[src/rtl/axi2apb_pkg.sv]
// ---------------------------------------------------------------
// axi2apb_pkg : shared state encoding and flat-vector slice widths
// Revision 1.0
// ---------------------------------------------------------------
`default_nettype none

package axi2apb_pkg;

  localparam int PLEN_W = 8;
  localparam int PROT_W = 3;

  typedef enum logic [1:0] {
    ST_IDLE   = 2'd0,
    ST_SETUP  = 2'd1,
    ST_ACCESS = 2'd2,
    ST_DONE   = 2'd3
  } state_e;

endpackage

`default_nettype wire

[src/rtl/axi2apb_apb_sn_if.sv]
// ---------------------------------------------------------------
// axi2apb_apb_sn_if : request handshake plus APB master bus
// Revision 1.0
// ---------------------------------------------------------------
`default_nettype none

interface axi2apb_apb_sn_if
  import axi2apb_pkg::*;
#(
  parameter int NUM_PSLAVE = 8,
  parameter int WIDTH_PAD  = 32,
  parameter int WIDTH_PDA  = 32
);
  localparam int WIDTH_PDS = WIDTH_PDA / 8;

  logic                            REQ;
  logic                            ACK;
  logic [WIDTH_PAD-1:0]            ADDR;
  logic                            WR;
  logic [WIDTH_PDA-1:0]            DATAW;
  logic [WIDTH_PDS-1:0]            BE;
  logic [PROT_W-1:0]               PROT;
  logic [WIDTH_PDA-1:0]            DATAR;
  logic                            ERROR;

  logic [WIDTH_PAD-1:0]            PADDR;
  logic                            PWRITE;
  logic [WIDTH_PDA-1:0]            PWDATA;
  logic [WIDTH_PDS-1:0]            PSTRB;
  logic [PROT_W-1:0]               PPROT;
  logic [NUM_PSLAVE-1:0]           PSEL;
  logic                            PENABLE;
  logic [NUM_PSLAVE*WIDTH_PDA-1:0] PRDATA;
  logic [NUM_PSLAVE-1:0]           PREADY;
  logic [NUM_PSLAVE-1:0]           PSLVERR;

  // master: the bridge itself; slave: requester plus the APB slaves
  modport master (
    input  REQ, ADDR, WR, DATAW, BE, PROT, PRDATA, PREADY, PSLVERR,
    output ACK, DATAR, ERROR, PADDR, PWRITE, PWDATA, PSTRB, PPROT, PSEL, PENABLE
  );

  modport slave (
    output REQ, ADDR, WR, DATAW, BE, PROT, PRDATA, PREADY, PSLVERR,
    input  ACK, DATAR, ERROR, PADDR, PWRITE, PWDATA, PSTRB, PPROT, PSEL, PENABLE
  );

endinterface

`default_nettype wire

[src/rtl/axi2apb_apb_dec.sv]
// ---------------------------------------------------------------
// axi2apb_apb_dec : base/length address decode, lowest index wins
// Revision 1.0
// ---------------------------------------------------------------
`default_nettype none

module axi2apb_apb_dec
  import axi2apb_pkg::*;
#(
  parameter int                               NUM_PSLAVE   = 8,
  parameter int                               WIDTH_PAD    = 32,
  parameter logic [NUM_PSLAVE*WIDTH_PAD-1:0]  ADDR_PBASE   = '0,
  parameter logic [NUM_PSLAVE*PLEN_W-1:0]     ADDR_PLENGTH = {NUM_PSLAVE{8'd12}}
) (
  input  logic [WIDTH_PAD-1:0]  addr,
  output logic [NUM_PSLAVE-1:0] hit,
  output logic                  miss
);

  logic [NUM_PSLAVE-1:0] raw_hit;

  for (genvar i = 0; i < NUM_PSLAVE; i++) begin : g_slave
    localparam int PLEN = int'(ADDR_PLENGTH[i*PLEN_W +: PLEN_W]);
    localparam logic [WIDTH_PAD-1:0] BASE = ADDR_PBASE[i*WIDTH_PAD +: WIDTH_PAD];
    // Only the bits above the window size take part in the compare
    localparam logic [WIDTH_PAD-1:0] MASK =
      (PLEN >= WIDTH_PAD) ? '0 : ({WIDTH_PAD{1'b1}} << PLEN);
    assign raw_hit[i] = (((addr ^ BASE) & MASK) == '0);
  end

  always_comb begin
    logic found;
    found = 1'b0;
    hit   = '0;
    for (int i = 0; i < NUM_PSLAVE; i++) begin
      if (raw_hit[i] && !found) begin
        hit[i] = 1'b1;
        found  = 1'b1;
      end
    end
  end

  assign miss = ~|raw_hit;

endmodule

`default_nettype wire

[src/rtl/axi2apb_apb_sn.sv]
// ---------------------------------------------------------------
// axi2apb_apb_sn : 4-phase request to multi-slave APB bridge
// Revision 1.0
// ---------------------------------------------------------------
`default_nettype none

module axi2apb_apb_sn
  import axi2apb_pkg::*;
#(
  parameter int                               NUM_PSLAVE   = 8,
  parameter int                               WIDTH_PAD    = 32,
  parameter int                               WIDTH_PDA    = 32,
  parameter logic [NUM_PSLAVE*WIDTH_PAD-1:0]  ADDR_PBASE   = {
    32'h0000_7000, 32'h0000_6000, 32'h0000_5000, 32'h0000_4000,
    32'h0000_3000, 32'h0000_2000, 32'h0000_1000, 32'h0000_0000},
  parameter logic [NUM_PSLAVE*PLEN_W-1:0]     ADDR_PLENGTH = {NUM_PSLAVE{8'd12}},
  parameter int                               TIMEOUT      = 255
) (
  input  logic              PCLK,
  input  logic              PRESET,
  axi2apb_apb_sn_if.master  bus
);

  localparam int WIDTH_PDS = WIDTH_PDA / 8;
  localparam int TW        = (TIMEOUT < 1) ? 1 : $clog2(TIMEOUT + 1);
  localparam logic [TW-1:0] TLIMIT = TW'(TIMEOUT);

  state_e                 state_q,   state_d;
  logic [WIDTH_PAD-1:0]   paddr_q,   paddr_d;
  logic                   pwrite_q,  pwrite_d;
  logic [WIDTH_PDA-1:0]   pwdata_q,  pwdata_d;
  logic [WIDTH_PDS-1:0]   pstrb_q,   pstrb_d;
  logic [PROT_W-1:0]      pprot_q,   pprot_d;
  logic [NUM_PSLAVE-1:0]  psel_q,    psel_d;
  logic                   penable_q, penable_d;
  logic                   ack_q,     ack_d;
  logic [WIDTH_PDA-1:0]   datar_q,   datar_d;
  logic                   error_q,   error_d;
  logic [TW-1:0]          tcnt_q,    tcnt_d;

  logic [NUM_PSLAVE-1:0]  dec_hit;
  logic                   dec_miss;
  logic                   sel_ready;
  logic                   sel_err;
  logic [WIDTH_PDA-1:0]   sel_rdata;

  axi2apb_apb_dec #(
    .NUM_PSLAVE   (NUM_PSLAVE),
    .WIDTH_PAD    (WIDTH_PAD),
    .ADDR_PBASE   (ADDR_PBASE),
    .ADDR_PLENGTH (ADDR_PLENGTH)
  ) u_dec (
    .addr (bus.ADDR),
    .hit  (dec_hit),
    .miss (dec_miss)
  );

  // psel_q is one-hot, so OR-combining the selected slices is a mux
  always_comb begin
    sel_ready = 1'b0;
    sel_err   = 1'b0;
    sel_rdata = '0;
    for (int i = 0; i < NUM_PSLAVE; i++) begin
      if (psel_q[i]) begin
        sel_ready = sel_ready | bus.PREADY[i];
        sel_err   = sel_err   | bus.PSLVERR[i];
        sel_rdata = sel_rdata | bus.PRDATA[i*WIDTH_PDA +: WIDTH_PDA];
      end
    end
  end

  always_comb begin
    state_d   = state_q;
    paddr_d   = paddr_q;
    pwrite_d  = pwrite_q;
    pwdata_d  = pwdata_q;
    pstrb_d   = pstrb_q;
    pprot_d   = pprot_q;
    psel_d    = psel_q;
    penable_d = penable_q;
    ack_d     = ack_q;
    datar_d   = datar_q;
    error_d   = error_q;
    tcnt_d    = tcnt_q;

    case (state_q)
      ST_IDLE: begin
        if (bus.REQ) begin
          paddr_d  = bus.ADDR;
          pwrite_d = bus.WR;
          pwdata_d = bus.DATAW;
          pstrb_d  = bus.WR ? bus.BE : '0;
          pprot_d  = bus.PROT;
          tcnt_d   = '0;
          if (dec_miss) begin
            state_d = ST_DONE;
            ack_d   = 1'b1;
            error_d = 1'b1;
            datar_d = '0;
          end else begin
            state_d = ST_SETUP;
            psel_d  = dec_hit;
          end
        end
      end

      ST_SETUP: begin
        state_d   = ST_ACCESS;
        penable_d = 1'b1;
      end

      ST_ACCESS: begin
        if (sel_ready) begin
          state_d   = ST_DONE;
          psel_d    = '0;
          penable_d = 1'b0;
          ack_d     = 1'b1;
          datar_d   = pwrite_q ? '0 : sel_rdata;
          error_d   = sel_err;
        end else if ((TIMEOUT != 0) && (tcnt_q == TLIMIT)) begin
          state_d   = ST_DONE;
          psel_d    = '0;
          penable_d = 1'b0;
          ack_d     = 1'b1;
          datar_d   = '0;
          error_d   = 1'b1;
        end else begin
          tcnt_d = tcnt_q + 1'b1;
        end
      end

      ST_DONE: begin
        if (!bus.REQ) begin
          state_d = ST_IDLE;
          ack_d   = 1'b0;
        end
      end

      default: state_d = ST_IDLE;
    endcase
  end

  always_ff @(posedge PCLK or posedge PRESET) begin
    if (PRESET) begin
      state_q   <= ST_IDLE;
      paddr_q   <= '0;
      pwrite_q  <= 1'b0;
      pwdata_q  <= '0;
      pstrb_q   <= '0;
      pprot_q   <= '0;
      psel_q    <= '0;
      penable_q <= 1'b0;
      ack_q     <= 1'b0;
      datar_q   <= '0;
      error_q   <= 1'b0;
      tcnt_q    <= '0;
    end else begin
      state_q   <= state_d;
      paddr_q   <= paddr_d;
      pwrite_q  <= pwrite_d;
      pwdata_q  <= pwdata_d;
      pstrb_q   <= pstrb_d;
      pprot_q   <= pprot_d;
      psel_q    <= psel_d;
      penable_q <= penable_d;
      ack_q     <= ack_d;
      datar_q   <= datar_d;
      error_q   <= error_d;
      tcnt_q    <= tcnt_d;
    end
  end

  assign bus.PADDR   = paddr_q;
  assign bus.PWRITE  = pwrite_q;
  assign bus.PWDATA  = pwdata_q;
  assign bus.PSTRB   = pstrb_q;
  assign bus.PPROT   = pprot_q;
  assign bus.PSEL    = psel_q;
  assign bus.PENABLE = penable_q;
  assign bus.ACK     = ack_q;
  assign bus.DATAR   = datar_q;
  assign bus.ERROR   = error_q;

endmodule

`default_nettype wire

[src/flat_wrapper.sv]
// flat-port wrapper written by rule: the top's interface ports become plain ports
module axi2apb_apb_sn_flat import axi2apb_pkg::*;
#(
  parameter int                               NUM_PSLAVE   = 8,
  parameter int                               WIDTH_PAD    = 32,
  parameter int                               WIDTH_PDA    = 32,
  parameter logic [NUM_PSLAVE*WIDTH_PAD-1:0]  ADDR_PBASE   = {
    32'h0000_7000, 32'h0000_6000, 32'h0000_5000, 32'h0000_4000,
    32'h0000_3000, 32'h0000_2000, 32'h0000_1000, 32'h0000_0000},
  parameter logic [NUM_PSLAVE*PLEN_W-1:0]     ADDR_PLENGTH = {NUM_PSLAVE{8'd12}},
  parameter int                               TIMEOUT      = 255
)
  (PCLK, PRESET, bus_REQ, bus_ADDR, bus_WR, bus_DATAW, bus_BE, bus_PROT, bus_PRDATA, bus_PREADY, bus_PSLVERR, bus_ACK, bus_DATAR, bus_ERROR, bus_PADDR, bus_PWRITE, bus_PWDATA, bus_PSTRB, bus_PPROT, bus_PSEL, bus_PENABLE);
  axi2apb_apb_sn_if #(.NUM_PSLAVE(NUM_PSLAVE), .WIDTH_PAD(WIDTH_PAD), .WIDTH_PDA(WIDTH_PDA)) bus_i ();
  input  logic PCLK;
  input  logic PRESET;
  input wire logic [$bits(bus_i.REQ)-1:0] bus_REQ;
  input wire logic [$bits(bus_i.ADDR)-1:0] bus_ADDR;
  input wire logic [$bits(bus_i.WR)-1:0] bus_WR;
  input wire logic [$bits(bus_i.DATAW)-1:0] bus_DATAW;
  input wire logic [$bits(bus_i.BE)-1:0] bus_BE;
  input wire logic [$bits(bus_i.PROT)-1:0] bus_PROT;
  input wire logic [$bits(bus_i.PRDATA)-1:0] bus_PRDATA;
  input wire logic [$bits(bus_i.PREADY)-1:0] bus_PREADY;
  input wire logic [$bits(bus_i.PSLVERR)-1:0] bus_PSLVERR;
  output wire logic [$bits(bus_i.ACK)-1:0] bus_ACK;
  output wire logic [$bits(bus_i.DATAR)-1:0] bus_DATAR;
  output wire logic [$bits(bus_i.ERROR)-1:0] bus_ERROR;
  output wire logic [$bits(bus_i.PADDR)-1:0] bus_PADDR;
  output wire logic [$bits(bus_i.PWRITE)-1:0] bus_PWRITE;
  output wire logic [$bits(bus_i.PWDATA)-1:0] bus_PWDATA;
  output wire logic [$bits(bus_i.PSTRB)-1:0] bus_PSTRB;
  output wire logic [$bits(bus_i.PPROT)-1:0] bus_PPROT;
  output wire logic [$bits(bus_i.PSEL)-1:0] bus_PSEL;
  output wire logic [$bits(bus_i.PENABLE)-1:0] bus_PENABLE;
  assign bus_i.REQ = bus_REQ;
  assign bus_i.ADDR = bus_ADDR;
  assign bus_i.WR = bus_WR;
  assign bus_i.DATAW = bus_DATAW;
  assign bus_i.BE = bus_BE;
  assign bus_i.PROT = bus_PROT;
  assign bus_i.PRDATA = bus_PRDATA;
  assign bus_i.PREADY = bus_PREADY;
  assign bus_i.PSLVERR = bus_PSLVERR;
  assign bus_ACK = bus_i.ACK;
  assign bus_DATAR = bus_i.DATAR;
  assign bus_ERROR = bus_i.ERROR;
  assign bus_PADDR = bus_i.PADDR;
  assign bus_PWRITE = bus_i.PWRITE;
  assign bus_PWDATA = bus_i.PWDATA;
  assign bus_PSTRB = bus_i.PSTRB;
  assign bus_PPROT = bus_i.PPROT;
  assign bus_PSEL = bus_i.PSEL;
  assign bus_PENABLE = bus_i.PENABLE;
  axi2apb_apb_sn #(.NUM_PSLAVE(NUM_PSLAVE), .WIDTH_PAD(WIDTH_PAD), .WIDTH_PDA(WIDTH_PDA), .ADDR_PBASE(ADDR_PBASE), .ADDR_PLENGTH(ADDR_PLENGTH), .TIMEOUT(TIMEOUT)) u_core (.PCLK(PCLK), .PRESET(PRESET), .bus(bus_i));
endmodule
[config.mk]
export PLATFORM = sky130hd
export DESIGN_NAME = axi2apb_apb_sn_flat
export DESIGN_NICKNAME = d
export VERILOG_FILES = /design/src/rtl/axi2apb_pkg.sv /design/src/rtl/axi2apb_apb_sn_if.sv /design/src/rtl/axi2apb_apb_dec.sv /design/src/rtl/axi2apb_apb_sn.sv /design/src/flat_wrapper.sv
export SDC_FILE = /design/constraint.sdc
export NUM_CORES = 1
export LEC_CHECK = 0
export CAP_MARGIN = 25
export CORE_AREA = 2 2 180 182
export DETAILED_ROUTE_END_ITERATION = 8
export DIE_AREA = 0 0 182 184
export PLACE_DENSITY = 0.61
export SLEW_MARGIN = 20
export SYNTH_ARGS = -nofsm -noshare
export SYNTH_HDL_FRONTEND = slang
export SYNTH_HIERARCHICAL = 1
export SYNTH_SLANG_ARGS = --single-unit
[constraint.sdc]
create_clock -name PCLK -period 4.4 [get_ports PCLK]
set_clock_uncertainty 0.05 [all_clocks]
set_input_delay 0.88 -clock PCLK [delete_from_list [all_inputs] [get_ports PCLK]]
set_output_delay 0.88 -clock PCLK [all_outputs]
set_load 0.02 [all_outputs]
==> out/qor.yml, run 1 <==
outcome: "complete, no violations"
worst_pin_slew_ns: 0.852
rsz0062_at_grt: "no"
drt-initial-drc-count: 351
startpoint_type: "input port"
wirelength_um: 33400
vias: 7033
holdWs_ns: 0.428
io_pins: 462
setup-tns-final_ns: 0
crit_arrival_ns: 3.59
drv_cap: 0
clk_pin_slew_ns: 0.07
grt_max_degree: 71
min_from: "u_core/bus.PSTRB[1]"
cts_sinks: 125
remaining_drc_errors: 0
synth_cell_types: 44
wire_per_inst_um: 23.0
die_w_um: 182
cts_tree: "done"
grt_pass1_vias: 7566
leakage_uw: 0.00444
ctsLongestPathBuffers: 2
grt_overflow: 0
place.gp.congestion: 0.853
final-setup-viol-count: 0
drv_slew: 0
worst_setup_path_end_kind: "flop"
dp_cells: 1420
hold_class: "flop to flop"
yosys_warnings: 6
fin_crit_sh_pct: 76.2
dpl-instance-area_um2: 11600
critical_path.max_stage_delay_ns: 0.50
cpMaxStageDelayCell: "nor4_1"
die_h_um: 184
synth-seq-cells: 125
clk_latency_ns: 0.41
rr_startpoint: "u_core/state_q[0]"
core_um2: 31400
avgSynthCellArea_um2: 11.0
yosysSeqAreaShare_pct: 47.7
path_cells: "clkdlybuf4s50_1, nor4_1, nand2_1, or2_2, a21boi_0, nor2_1, o21ai_4, buf_12, o21ai_0"
hold_viol: 0
synthesis.nets: 949
rows: 65
hpwl_um: 25700
crit_start: "bus_ADDR[22]"
grt_pass1_wl_um: 48200
first_pass_iters: 5
drive_above_1_share_pct: 12.8
vias_per_cell: 4.84
start_util_pct: 20.9
fin_area_um2: 12200
synthCells: 597
fin_nets: 1389
powerDensity_nw_per_um2: 461
slew_headroom_pct: 43.0
cts_hold_buffers: 0
synthFlopType: "dfrtp_1"
cts_root_buffer: "clkbuf_16"
power_uw: 5610
netlist_area_um2: 6560
cts_setup_buffers: 0
cp_max_fo: 35
synth_edf_count: 0
post_cts_resized: 0
antenna_found_initial: 7
dieArea_um2: 33500
nFillCells: 3122
fin_crit_ns: 3.35
io_buffers: 461
cts_buffers: 17
ir_drop_uv: 345
critical_path_class: "input port to flop"
cts_max_level: 4
stdcell_count: 1454
synthToLayoutAreaGrowth_pct: 85.4
crit_required_ns: 4.64
grt_usage_pct: 19.5
ys_async_sr_fraction_pct: 100
max_freq_ghz: 0.298
postRouteAntennaNets: 0
## cell families after synthesis
| group | count (synthesis) | synth area share, % |
|---|---|---|
| AO/OA/AOI/OAI | 240 | 27.9 |
| adder cells (fa/ha/maj) | 5 | 0.953 |
| buffers and inverters | 59 | 4.31 |
| flip-flops | 125 | 47.7 |
| multiplexers | 72 | 12.3 |
| AND/OR/NAND/NOR | 96 | 6.90 |
## where the power goes
group / internal, uW / total (uW) / switching [uW]
registers: 1520 / 1730 / 211
clock network: 819 / 1440 / 623
logic: 1270 / 2440 / 1160
total: 3610 / 5610 / 2000
## flip-flops by register name, summed over array words and instances (netlist names)
register,cells
u_core/bus.ACK,1
u_core/bus.DATAR,32
u_core/bus.ERROR,1
u_core/bus.PADDR,32
u_core/bus.PENABLE,1
u_core/bus.PPROT,3
u_core/bus.PSEL,8
u_core/bus.PSTRB,4
u_core/bus.PWDATA,32
u_core/bus.PWRITE,1
u_core/state_q,2
u_core/tcnt_q,8
## cell type report
| class | count | area [um2] | share of cell area (%) |
|---|---|---|---|
| Timing Repair Buffer | 474 | 4740 | 38.9 |
| Sequential cell | 125 | 3140 | 25.8 |
| Clock inverter | 14 | 149 | 1.22 |
| Multi-Input combinational cell | 413 | 3170 | 26.1 |
| Inverter | 6 | 27.5 | 0.226 |
| Tap cell | 402 | 503 | 4.13 |
| Antenna cell | 2 | 5.00 | 0.0411 |
| Clock buffer | 18 | 439 | 3.61 |
## worst paths after layout
check                                        end  slack (ns)  cells past startpoint
setup reg to reg            u_core/bus.DATAR[29]        1.80                      6
min in group asynchronous  u_core/bus.PWDATA[29]        0.89                      2
max in group asynchronous   u_core/bus.PADDR[11]        2.63                      3
hold / removal               u_core/bus.PSTRB[1]        0.43                      2
hold reg to reg              u_core/bus.PSTRB[1]        0.43                      2
setup / recovery            u_core/bus.DATAR[29]        1.05                      9
## synth_stat cells, types with 3 or more instances
library cell  number  area share [%]
mux2i_1            3            0.46
ha_1               5            0.95
a22oi_1          128              15
nor3_1             6            0.46
o21ai_0           40             3.0
inv_1              6            0.34
a41o_1            32             4.9
buf_6              6             1.0
buf_1              5            0.29
clkbuf_1          29             1.7
nand2b_1           4            0.38
nand3_1            3            0.23
nor4_1             8            0.76
nor2_1            14            0.80
o41ai_1            4            0.53
buf_2             13            0.99
dfrtp_1          125              48
a22o_1            13             1.7
o21ai_1            5            0.38
mux2_2            69              12
nand2_1           49             2.8
## stage by stage
stage,util [%],setup WS (ns)
after global routing,38.8,0.738
after global placement,36.9,0.683
after CTS,38.8,1.07
after floorplan,-,0.142
final,38.8,1.05
after detailed placement,36.9,0.629
## layer usage
layer	up-vias	share of wire [%]	GRT usage [%]
met3	26	9.4	6.48
met2	351	51	35.9
met5	-	0.16	0
met1	3410	38	21.8
li1	3238	-	-
met4	8	1.2	4.55
## cell usage in the layout, fill, tap and decap left out, types with 2 or more instances in the layout
cell type        instances
mux2i_1                  3
a22o_1                  13
clkdlybuf4s50_1        461
o41ai_1                  4
nand3_1                  3
a211o_1                  2
buf_4                   11
mux2_2                  69
a211oi_1                 2
nor3_1                   6
a41o_1                  32
buf_12                   2
a21oi_1                  2
inv_1                    5
ha_1                     5
diode_2                  2
dfrtp_1                117
nor2_1                  14
clkbuf_16               17
a22oi_1                128
inv_8                    4
clkinv_4                 2
o21ai_0                 40
a22oi_2                  2
a221oi_1                 2
a22oi_4                  2
dfrtp_2                  8
nor4_1                   8
nand2_1                 48
o21ai_1                  4
nand2b_1                 4
or2_2                    2
inv_6                    6
## critical path: cells and delay by family
family                 cells  cell delay [ns]
AND/OR/NAND/NOR            4             1.28
AO/OA/AOI/OAI              3             0.69
buffers and inverters      2             0.69
Power figures use the tool's default switching activity.
==> run 2: changes to the inputs <==
==> constraint.sdc (replaced) <==
create_clock -name PCLK -period 2.8 [get_ports PCLK]
set_clock_uncertainty 0.05 [all_clocks]
set_input_delay 0.56 -clock PCLK [delete_from_list [all_inputs] [get_ports PCLK]]
set_output_delay 0.56 -clock PCLK [all_outputs]
set_load 0.02 [all_outputs]
==> out/qor.yml, run 2 (synthesis results as in run 1) <==
cts_setup_buffers: 0  # unchanged
cts_sinks: 125  # unchanged
cts_buffers: 17  # unchanged
ctsLongestPathBuffers: 2  # unchanged
stdcell_count: 1471  # +1.2%
vias: 7111  # +1.1%
grt_pass1_wl_um: 47500  # -1.4%
drv_cap: 0  # unchanged
crit_arrival_ns: 1.83  # -1.76 ns
setup-tns-final_ns: 0  # unchanged
seq_power_share_pct: 30.4  # -0.5 points
ir_drop_uv: 519  # +51%
slew_headroom_pct: 58.4  # +15 points
rsz0062_at_grt: "no"
synthToLayoutAreaGrowth_pct: 88.5
drt-initial-drc-count: 383  # +9.1%
core_um2: 31400  # unchanged
rows: 65  # unchanged
die_h_um: 184  # unchanged
fin_nets: 1403  # +1.0%
place.gp.congestion: 0.814  # -4.6%
final-setup-viol-count: 0  # unchanged
drive_above_1_share_pct: 13.9  # +1.1 points
startpoint_type: "flop"
remaining_drc_errors: 0  # unchanged
grt_usage_pct: 19.0  # -0.48 points
power_frac_comb_pct: 43.5  # about the same
io_buffers: 461  # unchanged
max_freq_ghz: 0.409
start_util_pct: 20.9  # unchanged
cts_tree: "done"
swShare_pct: 35.9  # +0.31 points
final_common_cell: "clkdlybuf4s50_1"
fin_crit_sh_pct: 87.3
outcome: "complete, no violations"
worst_setup_path_end_kind: "output port"
vias_per_cell: 4.83  # about the same
cts_max_level: 4  # unchanged
cp_max_fo: 20  # -43%
critical_path_class: "flop to output port"
crit_required_ns: 2.19  # -2.45 ns
grt_max_degree: 67  # -5.6%
fin_crit_ns: 2.44
io_pins: 462  # unchanged
worst_pin_slew_ns: 0.624  # -0.227 ns
wire_per_inst_um: 22.4  # -2.5%
postRouteAntennaNets: 0  # unchanged
post_cts_resized: 0  # unchanged
dieArea_um2: 33500  # unchanged
grt_pass1_vias: 7475  # -1.2%
dp_cells: 1434  # +0.99%
hold_viol: 0  # unchanged
drv_slew: 0  # unchanged
clk_latency_ns: 0.42  # about the same
path_cells: "buf_4, clkdlybuf4s50_1"
fin_util_pct: 39.4  # +0.65 points
hold_class: "flop to flop"
cpMaxStageDelayCell: "clkdlybuf4s50_1"
final_cell_mix: "461 x clkdlybuf4s50_1, 128 x a22oi_1, 117 x dfrtp_1, 69 x mux2_2, 48 x nand2_1"
p_int_uw: 5760  # +59%
cts_hold_buffers: 0  # unchanged
power_switching_uw: 3220  # +62%
cts_root_buffer: "clkbuf_16"
leakage_uw: 0.00455  # +2.4%
antenna_found_initial: 6  # -1
hpwl_um: 25600  # -0.31%
clk_pin_slew_ns: 0.07  # about the same
p_clk_share_pct: 26.1  # +0.4 points
powerDensity_nw_per_um2: 726  # +58%
wirelength_um: 33000  # -1.4%
critical_path.max_stage_delay_ns: 0.67  # +0.17 ns
grt_overflow: 0  # unchanged
die_w_um: 182  # unchanged
first_pass_iters: 5  # unchanged
[run 2: area by class of cell]
class,instances,area (um2)
Sequential cell,125,3140
Clock inverter,15,193
Clock buffer,17,425
Multi-Input combinational cell,413,3170
Inverter,6,26.3
Timing Repair Buffer,488,4900
Tap cell,402,503
Fill cell,3113,19000
Antenna cell,5,12.5
[run 2: worst paths after layout]
kind / cells after the start / start / end / slack [ns]
min in group asynchronous: 3 / PRESET / u_core/bus.PWDATA[25] / 0.54
min reg2reg: 2 / u_core/bus.DATAR[22] / u_core/bus.DATAR[22] / 0.43
max: 2 / u_core/bus.PSEL[7] / bus_PSEL[7] / 0.36
min: 2 / u_core/bus.DATAR[22] / u_core/bus.DATAR[22] / 0.43
max reg2reg: 6 / u_core/tcnt_q[0] / u_core/bus.PSEL[1] / 0.65
max in group asynchronous: 3 / PRESET / u_core/bus.PSEL[3] / 1.78
[run 2: power by group through the flow]
stage | Clock [uW] | Sequential (uW) | Combinational, uW
floorplan | 0 | 3370 | 1180
global placement | 0 | 2720 | 3940
detailed placement | 0 | 2750 | 3950
CTS | 2420 | 2730 | 3970
global route | 2500 | 2800 | 4180
finish | 2350 | 2730 | 3910
[run 2: through the flow]
step	hold slack (ns)	power (uW)	area [um2]	worst slack [ns]
final	0.432	8990	12400	0.356
after global routing	0.449	9480	12400	0.236
after global placement	0.411	6660	11700	-0.0316
after floorplan	0.458	4550	6570	0.465
after detailed placement	0.420	6700	11700	-0.0639
after CTS	0.437	9120	12400	0.314
[run 2: critical path, delay by kind of cell, from the launching register on]
| kind | cells | cell delay [ns] |
|---|---|---|
| buf+inv | 2 | 0.98 |
| flops | 1 | 0.43 |
[run 2: per-layer routing]
layer,global-route usage [%],vias up,wire (um)
met3,6.50,42,3230
met1,21.9,3398,12800
li1,-,3271,-
met2,32.8,396,16000
met5,0,-,23
met4,7.10,4,854
==> run 3: changes to the inputs <==
--- a/config.mk
+++ b/config.mk
@@ -10,6 +10,7 @@
 export DETAILED_ROUTE_END_ITERATION = 8
 export DIE_AREA = 0 0 182 184
 export PLACE_DENSITY = 0.61
+export SKIP_CTS_REPAIR_TIMING = 1
 export SLEW_MARGIN = 20
 export SYNTH_ARGS = -nofsm -noshare
 export SYNTH_HDL_FRONTEND = slang
==> results of run 3 <==
The final DEF is identical to that of run 2; final timing and power are the same.
